File: config.mk
export PLATFORM = sky130hd
export DESIGN_NAME = uart_rx_flat
export DESIGN_NICKNAME = d
export VERILOG_FILES = /design/src/rtl/uart_rx_if.sv /design/src/rtl/uart_rx.sv /design/src/flat_wrapper.sv
export SDC_FILE = /design/constraint.sdc
export NUM_CORES = 1
export LEC_CHECK = 0
export ABC_CLOCK_PERIOD_IN_PS = 1800
export CORE_ASPECT_RATIO = 1.2
export CORE_MARGIN = 3
export CORE_UTILIZATION = 45
export CTS_BUF_LIST = sky130_fd_sc_hd__clkbuf_4 sky130_fd_sc_hd__clkbuf_8
export CTS_CLUSTER_SIZE = 20
export DETAILED_ROUTE_END_ITERATION = 6
export PLACE_DENSITY = 0.68
export SYNTH_ARGS = -nofsm -noshare
export SYNTH_HDL_FRONTEND = slang
export SYNTH_SLANG_ARGS = --single-unit
export TNS_END_PERCENT = 30
File: constraint.sdc
create_clock -name clk -period 1.8 [get_ports clk]
set_input_delay 0.18 -clock clk [delete_from_list [all_inputs] [get_ports clk]]
set_output_delay 0.18 -clock clk [all_outputs]
set_load 0.01 [all_outputs]
File: src/rtl/uart_rx_if.sv
// Byte-side handshake and status bundle of the UART receiver.
// The receiver drives through the master modport; the byte consumer uses the slave modport.
interface uart_rx_if;
  logic [7:0] data_out;
  logic       data_valid;
  logic       data_ready;
  logic       frame_err;
  logic       overrun;
  logic       busy;

  modport master (
    output data_out,
    output data_valid,
    output frame_err,
    output overrun,
    output busy,
    input  data_ready
  );

  modport slave (
    input  data_out,
    input  data_valid,
    input  frame_err,
    input  overrun,
    input  busy,
    output data_ready
  );
endinterface

File: src/rtl/uart_rx.sv
// 8N1 UART receiver, LSB first, centre-sampled on a 2-FF synchronised line.
// Delivers bytes on a valid/ready register and pulses frame_err / overrun for one cycle.
module uart_rx #(
  parameter int G_CLK_FREQ = 100000000,
  parameter int G_BAUD     = 115200
) (
  input  logic     clk,
  input  logic     rst_n,
  input  logic     rx_in,
  uart_rx_if.master rx_if
);

  localparam int C_BIT  = G_CLK_FREQ / G_BAUD;
  localparam int C_HALF = C_BIT / 2;
  localparam int CNT_W  = $clog2(C_BIT);
  localparam logic [CNT_W-1:0] C_BIT_M1  = CNT_W'(C_BIT - 1);
  localparam logic [CNT_W-1:0] C_HALF_M1 = CNT_W'(C_HALF - 1);

  typedef enum logic [2:0] {
    S_IDLE,
    S_START,
    S_DATA,
    S_STOP,
    S_BREAK
  } state_t;

  state_t           state, state_nxt;
  logic [CNT_W-1:0] cnt, cnt_nxt;
  logic [2:0]       bit_idx, bit_idx_nxt;
  logic [7:0]       shift, shift_nxt;
  logic             rx_p0, rx_p1;
  logic             rx_s;
  logic             byte_done;
  logic             ferr_hit;

  // Stage p0/p1: metastability synchroniser, idle-high after reset
  always_ff @(posedge clk or negedge rst_n) begin
    if (!rst_n) begin
      rx_p0 <= 1'b1;
      rx_p1 <= 1'b1;
    end else begin
      rx_p0 <= rx_in;
      rx_p1 <= rx_p0;
    end
  end

  assign rx_s = rx_p1;

  always_ff @(posedge clk or negedge rst_n) begin
    if (!rst_n) begin
      state   <= S_IDLE;
      cnt     <= '0;
      bit_idx <= '0;
    end else begin
      state   <= state_nxt;
      cnt     <= cnt_nxt;
      bit_idx <= bit_idx_nxt;
    end
  end

  // Shift register carries data only; the FSM decides when it is meaningful
  always_ff @(posedge clk) begin
    shift <= shift_nxt;
  end

  always_comb begin
    state_nxt   = state;
    cnt_nxt     = cnt + 1'b1;
    bit_idx_nxt = bit_idx;
    shift_nxt   = shift;
    byte_done   = 1'b0;
    ferr_hit    = 1'b0;
    unique case (state)
      S_IDLE: begin
        cnt_nxt = '0;
        if (!rx_s) state_nxt = S_START;
      end
      S_START: begin
        if (cnt == C_HALF_M1) begin
          cnt_nxt = '0;
          if (rx_s) begin
            state_nxt = S_IDLE;
          end else begin
            state_nxt   = S_DATA;
            bit_idx_nxt = '0;
          end
        end
      end
      S_DATA: begin
        if (cnt == C_BIT_M1) begin
          cnt_nxt            = '0;
          shift_nxt[bit_idx] = rx_s;
          bit_idx_nxt        = bit_idx + 3'd1;
          if (bit_idx == 3'd7) state_nxt = S_STOP;
        end
      end
      S_STOP: begin
        if (cnt == C_BIT_M1) begin
          cnt_nxt = '0;
          if (rx_s) begin
            byte_done = 1'b1;
            state_nxt = S_IDLE;
          end else begin
            ferr_hit  = 1'b1;
            state_nxt = S_BREAK;
          end
        end
      end
      S_BREAK: begin
        cnt_nxt = '0;
        if (rx_s) state_nxt = S_IDLE;
      end
      default: begin
        state_nxt = S_IDLE;
        cnt_nxt   = '0;
      end
    endcase
  end

  // Output stage: a same-edge accept frees the register so back-to-back bytes survive
  always_ff @(posedge clk or negedge rst_n) begin
    if (!rst_n) begin
      rx_if.data_out   <= 8'h00;
      rx_if.data_valid <= 1'b0;
      rx_if.frame_err  <= 1'b0;
      rx_if.overrun    <= 1'b0;
    end else begin
      rx_if.frame_err <= ferr_hit;
      rx_if.overrun   <= 1'b0;
      if (byte_done) begin
        if (!rx_if.data_valid || rx_if.data_ready) begin
          rx_if.data_out   <= shift;
          rx_if.data_valid <= 1'b1;
        end else begin
          rx_if.overrun <= 1'b1;
        end
      end else if (rx_if.data_valid && rx_if.data_ready) begin
        rx_if.data_valid <= 1'b0;
      end
    end
  end

  assign rx_if.busy = (state != S_IDLE);

endmodule

File: src/flat_wrapper.sv
// flat-port wrapper written by rule: the top's interface ports become plain ports
module uart_rx_flat 
#(
  parameter int G_CLK_FREQ = 100000000,
  parameter int G_BAUD     = 115200
)
  (clk, rst_n, rx_in, rx_if_data_out, rx_if_data_valid, rx_if_frame_err, rx_if_overrun, rx_if_busy, rx_if_data_ready);
  uart_rx_if rx_if_i ();
  input  logic clk;
  input  logic rst_n;
  input  logic rx_in;
  output wire logic [$bits(rx_if_i.data_out)-1:0] rx_if_data_out;
  output wire logic [$bits(rx_if_i.data_valid)-1:0] rx_if_data_valid;
  output wire logic [$bits(rx_if_i.frame_err)-1:0] rx_if_frame_err;
  output wire logic [$bits(rx_if_i.overrun)-1:0] rx_if_overrun;
  output wire logic [$bits(rx_if_i.busy)-1:0] rx_if_busy;
  input wire logic [$bits(rx_if_i.data_ready)-1:0] rx_if_data_ready;
  assign rx_if_data_out = rx_if_i.data_out;
  assign rx_if_data_valid = rx_if_i.data_valid;
  assign rx_if_frame_err = rx_if_i.frame_err;
  assign rx_if_overrun = rx_if_i.overrun;
  assign rx_if_busy = rx_if_i.busy;
  assign rx_if_i.data_ready = rx_if_data_ready;
  uart_rx #(.G_CLK_FREQ(G_CLK_FREQ), .G_BAUD(G_BAUD)) u_core (.clk(clk), .rst_n(rst_n), .rx_in(rx_in), .rx_if(rx_if_i));
endmodule
==> results of run 1 <==
-- cell usage after synthesis, types with 2 or more instances --
master | number | share of area, %
and2_1 | 2 | 0.76
and3_1 | 3 | 1.1
and3_2 | 2 | 0.91
dfrtp_1 | 27 | 41
dfstp_2 | 2 | 3.2
edfxtp_1 | 8 | 15
ha_1 | 4 | 3.0
inv_1 | 4 | 0.91
mux2_2 | 8 | 5.4
mux2i_1 | 2 | 1.2
nand2_1 | 7 | 1.6
nand3_1 | 7 | 2.1
nand4b_1 | 2 | 1.1
nor2_1 | 22 | 5.0
nor2b_1 | 2 | 0.76
nor3_1 | 5 | 1.5
o21ai_0 | 2 | 0.61
xnor2_1 | 2 | 1.1
xor2_1 | 6 | 3.2
-- repair_timing --
action	in CTS	in global routing
endpoints found under the setup margin	24	28
resized for setup	3	8
cloned	0	1
setup buffers	0	0
pin swaps	3	5
-- stage by stage --
stage	instance area (sq um)	cells	total power, mW	setup slack, ns	hold WS [ns]
2_1_floorplan	1650	137	0.880	0.00628	-0.116
3_3_place_gp	1990	206	0.903	-0.00314	0.348
3_5_place_dp	1990	206	0.904	-0.0677	0.349
4_1_cts	2110	214	1.60	-0.0212	0.286
5_1_grt	2170	215	1.64	-0.0929	0.289
6_report	2170	215	1.58	-0.00598	0.275
-- worst max-delay path, stage by stage, from the launching register on --
cell     delay, ns
dfrtp_1       0.40
inv_1         0.06
ha_1          0.13
or2b_4        0.26
or3_4         0.42
a21o_1        0.18
a211o_1       0.24
-- logic make-up after synthesis --
kind of cell | Yosys count
xor gates and xnor gates | 8
adders and majority gates | 4
muxes | 10
DFF | 37
AOI/OAI and AO/OA | 9
and+or+nand+nor | 62
buffers and inverters | 7
-- final cells by class --
class                   count  area, sq um
fillers                   263         1250
well taps                  37         46.3
repair buffers             35          312
multi-input cells          94          721
clock inverters             2         33.8
inverters                   4         15.0
flip-flops and latches     37          968
clock buffers               6         76.3
-- flip-flops by register name (all words and copies together), names as in the netlist --
signal,count
u_core.shift,8
u_core.rx_p1,1
u_core.rx_if.overrun,1
u_core.cnt,10
u_core.rx_if.data_out,8
u_core.rx_p0,1
u_core.rx_if.data_valid,1
u_core.rx_if.frame_err,1
u_core.bit_idx,3
u_core.state,3
-- per-layer routing --
metal | GRT usage (%) | vias to the layer above | wire (um)
met2 | 26.5 | 18 | 1670
met4 | 7.08 | 0 | 66
met5 | 0 | - | 0
li1 | - | 567 | -
met1 | 18.5 | 565 | 1290
met3 | 5.34 | 4 | 109
-- path summary, 6_finish.rpt --
path	cells after the start	slack, ns	endpoint	from
worst min register to register	0	0.36	u_core.rx_p1	u_core.rx_p0
worst max-delay path	6	-0.006	u_core.state[0]	u_core.cnt[1]
worst max register to register	6	-0.006	u_core.state[0]	u_core.cnt[1]
worst min-delay path	2	0.27	u_core.rx_if.data_out[5]	rst_n
max in group asynchronous	2	1.22	u_core.rx_p0	rst_n
min in group clk	1	0.30	u_core.rx_p0	rx_in
-- power by group through the flow --
stage               registers [mW]  clock network (mW)  logic [mW]
finish                       0.862               0.695      0.0255
global route                 0.861               0.749      0.0292
global placement             0.878                   0      0.0256
detailed placement           0.878                   0      0.0268
floorplan                    0.880                   0    0.000371
CTS                          0.861               0.715      0.0268
==> results_dict.tcl, run 1 <==
set metrics [dict create \
    syn_area_sq_um 1650 \
    grtUsageTotal_pct 16.0 \
    syn_nets 145 \
    finalHoldViolations 0 \
    combPwrFrac_pct 1.6 \
    fin_worst_skew_ns 0.00391 \
    drcViolationCount 0 \
    max_freq_mhz 554 \
    tightest_slew_ns 0.433 \
    first_global_vias 1176 \
    postLayoutSetupSlackWorst_ns -0.00598 \
    drt_iter0_drc 40 \
    cap_violations 0 \
    synth_cell_types 39 \
    setup_viol 1 \
    fin_crit_sh_pct 100 \
    dpl.hpwl_mm 2.22 \
    antenna_found_initial 0 \
    drt-vias-per-instance 5.37 \
    power_switching_uw 289 \
    grt_pass1_wl_mm 5.20 \
    worstPathArrival_ns 1.98 \
    drive_gt1_share_pct 28.7 \
    insertion_delay_ns 0.28 \
    p_clk_share_pct 43.9 \
    port_buffers 15 \
    rsz0062_at_grt "yes" \
    status "finished with violations" \
    final_cell_mix "dfrtp_1, nor2_1, buf_4, clkdlybuf4s50_1" \
    rows 23 \
    ys.flop_type "dfrtp_1" \
    die_area_sq_um 4440 \
    syn_to_final_growth_pct 31.3 \
    period_needed_ns 1.81 \
    clk_pin_slew_worst_paths_ns 0.07 \
    muxShareOfSynthArea_pct 6.66 \
    synth_top_family_by_area "simple AND/OR/NAND/NOR gates" \
    dr.pass1.iters 4 \
    cts_max_level 2 \
    path_max_fanout 3 \
    yosysWarnings 0 \
    initial_utilization_pct 48.3 \
    violations "setup timing" \
    io_pins 16 \
    ys_seq_area_share_pct 58.5 \
    critPathLaunchType "flop" \
    p_int_mw 1.29 \
    vias 1154 \
    final_common_cell "dfrtp_1" \
    cts_hold_buf 0 \
    hold_path_class "primary input to async pin" \
    place_congestion 0.821 \
    die_w_um 61.3 \
    vdd_drop_max_mv 0.435 \
    ys_seq_elements 37 \
    criticalPathCategory "flop to flop" \
    cellLeakagePower_nw 0.925 \
    relSlewSlack_pct 71.0 \
    synthSimpleGateAreaFrac_pct 20.0 \
    synth-edff-count 8 \
    drv_slew 0 \
    core_sq_um 3420 \
    synth_xor_area_share_pct 4.24 \
    netlist_instances 137 \
    ys_async_sr_fraction_pct 78.4 \
    fin_tns_setup_ns -0.00598 \
    ant_nets 0 \
    seq_power_share_pct 54.5 \
    final_util_pct 63.4 \
    grt-ovfl-total 0 \
    p_per_area_nw_per_um2 728 \
    diodes 0 \
    cts_tree "yes" \
    detail_route.wl_per_cell_um 14.6 \
    p_sw_share_pct 18.3 \
    cts_made_buffers 5 \
    final_nets 185 \
    synth_compound_area_share_pct 5.22 \
    syn_avg_cell_area_sq_um 12.1 \
    clockBufferDepth 2 \
    cp.required_ns 1.97 \
    grt_max_degree 30 \
    die_h_um 72.4 \
    crit_path_end_kind "flop" \
    synthAdderAreaFrac_pct 3.03 \
    cts.sinks 37 \
    cts_root_buf "clkbuf_8" \
    drt_wl_total_mm 3.14 \
]
(Power assumes the default switching activity.)
==> inputs of run 2 (changes only) <==
--- a/config.mk
+++ b/config.mk
@@ -10,9 +10,11 @@
 export CORE_MARGIN = 3
 export CORE_UTILIZATION = 45
 export CTS_BUF_LIST = sky130_fd_sc_hd__clkbuf_4 sky130_fd_sc_hd__clkbuf_8
+export CTS_CLUSTER_DIAMETER = 150
 export CTS_CLUSTER_SIZE = 20
 export DETAILED_ROUTE_END_ITERATION = 6
 export PLACE_DENSITY = 0.68
+export SLEW_MARGIN = 20
 export SYNTH_ARGS = -nofsm -noshare
 export SYNTH_HDL_FRONTEND = slang
 export SYNTH_SLANG_ARGS = --single-unit
==> results of run 2 <==
Same layout as run 1: the final DEF is identical, and so are final timing and power.
==> inputs of run 3 (changes only) <==
--- a/config.mk
+++ b/config.mk
@@ -5,15 +5,15 @@
 export SDC_FILE = /design/constraint.sdc
 export NUM_CORES = 1
 export LEC_CHECK = 0
-export ABC_CLOCK_PERIOD_IN_PS = 1800
+export ABC_CLOCK_PERIOD_IN_PS = 1500
 export CORE_ASPECT_RATIO = 1.2
 export CORE_MARGIN = 3
 export CORE_UTILIZATION = 45
-export CTS_BUF_LIST = sky130_fd_sc_hd__clkbuf_4 sky130_fd_sc_hd__clkbuf_8
+export CTS_BUF_LIST = sky130_fd_sc_hd__clkbuf_2 sky130_fd_sc_hd__clkbuf_4 sky130_fd_sc_hd__clkbuf_8
 export CTS_CLUSTER_DIAMETER = 150
 export CTS_CLUSTER_SIZE = 20
 export DETAILED_ROUTE_END_ITERATION = 6
-export PLACE_DENSITY = 0.68
+export PLACE_DENSITY_LB_ADDON = 0.2
 export SLEW_MARGIN = 20
 export SYNTH_ARGS = -nofsm -noshare
 export SYNTH_HDL_FRONTEND = slang
==> constraint.sdc (replaced) <==
create_clock -name clk -period 1.5 [get_ports clk]
set_input_delay 0.15 -clock clk [delete_from_list [all_inputs] [get_ports clk]]
set_output_delay 0.15 -clock clk [all_outputs]
set_load 0.01 [all_outputs]
==> results_dict.tcl, run 3 (same netlist as run 1, synthesis figures left out) <==
set metrics [dict create \
    ant_nets 0 \
    grt_max_degree 30 \
    syn_to_final_growth_pct 38.6 \
    violations "setup timing" \
    startpoint "u_core.cnt[2]" \
    p_int_mw 1.38 \
    largest_reg_flops 10 \
    fin_hold_ws_ns 0.248 \
    regToRegSetupSlack_ns -0.26 \
    finalPower_mw 1.75 \
    place_congestion 0.820 \
    insertion_delay_ns 0.29 \
    top_regs "u_core.cnt (10), u_core.rx_if.data_out (8), u_core.shift (8)" \
    cp.required_ns 1.68 \
    r2r-start "u_core.cnt[2]" \
    core_sq_um 3420 \
    fin_tns_setup_ns -6.72 \
    regMostFlops "u_core.cnt" \
    clockBufferDepth 2 \
    cts_made_buffers 5 \
    final_nets 199 \
    final_util_pct 66.9 \
    drcViolationCount 0 \
    place_ws_ns -0.345 \
    detail_route.wl_per_cell_um 15.6 \
    antenna_found_initial 0 \
    die_area_sq_um 4440 \
    drt-vias-per-instance 5.40 \
    p_clk_share_pct 39.0 \
    p_per_area_nw_per_um2 764 \
    hold_path_class "primary input to async pin" \
    drive_gt1_share_pct 40.1 \
    first_global_vias 1288 \
    critPathLaunchType "flop" \
    worstPathArrival_ns 1.94 \
    final_common_cell "buf_4" \
    crit_path_end_kind "flop" \
    port_buffers 15 \
    postLayoutSetupSlackWorst_ns -0.258 \
    final_area_sq_um 2290 \
    final_cell_mix "buf_4, dfrtp_1, nor2_1, clkdlybuf4s50_1, edfxtp_1" \
    power_switching_uw 367 \
    die_w_um 61.3 \
    diodes 0 \
    drv_slew 0 \
    criticalPathCategory "flop to flop" \
    setup_viol 32 \
    cts_root_buf "clkbuf_8" \
    dr.pass1.iters 4 \
    reg2reg_to "u_core.state[0]" \
    fin_crit_sh_pct 117 \
    reg2reg_depth 4 \
    cap_violations 0 \
    relSlewSlack_pct 74.6 \
    dpl.hpwl_mm 2.46 \
    combPwrFrac_pct 1.9 \
    path_max_fanout 3 \
    place_area_sq_um 2070 \
    place_inst 215 \
    final-instance-count-excl-fill 229 \
    tightest_slew_ns 0.380 \
    max_freq_mhz 569 \
    rows 23 \
    rsz0062_at_grt "yes" \
    seq_power_share_pct 59.0 \
    period_needed_ns 1.76 \
    fin_worst_skew_ns 0.00540 \
    final.fill_count 274 \
    vdd_drop_max_mv 0.541 \
    finalHoldViolations 0 \
    grt_pass1_wl_mm 5.65 \
    vias 1237 \
    cellLeakagePower_nw 1.01 \
    drt_iter0_drc 28 \
    grtUsageTotal_pct 17.2 \
    drt_wl_total_mm 3.58 \
    die_h_um 72.4 \
    cts.sinks 37 \
    p_sw_share_pct 20.9 \
    cts_tree "yes" \
    status "finished with violations" \
    initial_utilization_pct 48.3 \
    multi_input_area_sq_um 753 \
    crit_end "u_core.state[0]" \
    clk_pin_slew_worst_paths_ns 0.07 \
    io_pins 16 \
    grt-ovfl-total 0 \
    cts_max_level 2 \
    register_area_sq_um 968 \
]
run 3: changes by cell type in the layout (fill, tap and decap cells not counted), sizes merged:
| cell | delta |
|---|---|
| clkinv | +1 |
| a32oi | -1 |
| buf | +16 |
| bufinv | -1 |
| dlygate4sd2 | -1 |
run 3: area by class of cell:
class                   count  area share (%)
clock buffers               6            3.33
clock inverters             2           0.437
inverters                   4           0.655
multi-input cells          93            32.9
flip-flops and latches     37            42.2
well taps                  37            2.02
repair buffers             50            18.4
run 3: worst min-delay path by stage:
stage	startpoint	end	slack, ns	cells after the start
3_3_place_gp	u_core.rx_p0	u_core.rx_p1	0.35	0
5_1_grt	rst_n	u_core.rx_if.data_out[4]	0.27	2
4_1_cts	rst_n	u_core.cnt[4]	0.25	2
2_1_floorplan	rst_n	u_core.bit_idx[0]	-0.15	0
3_5_place_dp	u_core.rx_p0	u_core.rx_p1	0.35	0
6_report	rst_n	u_core.rx_if.data_out[4]	0.25	2
run 3: what timing repair did:
item                       in CTS  in global routing
hold buffers                    0                  0
pin swaps                       8                  6
buffers inserted                5                  2
gates resized for setup        13                 17
setup endpoints to repair      36                 36
run 3: critical path, cell delays in order (launching register included):
cell	delay, ns
dfrtp_1	0.40
or3b_4	0.42
or3_4	0.41
a21o_1	0.17
a211o_1	0.24
run 3: power by group through the flow:
| stage | logic [mW] | registers (mW) | clock network (mW) |
|---|---|---|---|
| floorplan | 0.000445 | 1.06 | 0 |
| global placement | 0.0326 | 1.05 | 0 |
| detailed placement | 0.0338 | 1.05 | 0 |
| CTS | 0.0341 | 1.03 | 0.713 |
| global route | 0.0381 | 1.03 | 0.754 |
| finish | 0.0341 | 1.03 | 0.683 |
run 3: metal layers:
layer  wire, um  track usage, %
met3        141            4.27
met4         60            7.08
met5          0               0
met2       2000            30.9
met1       1380            18.6
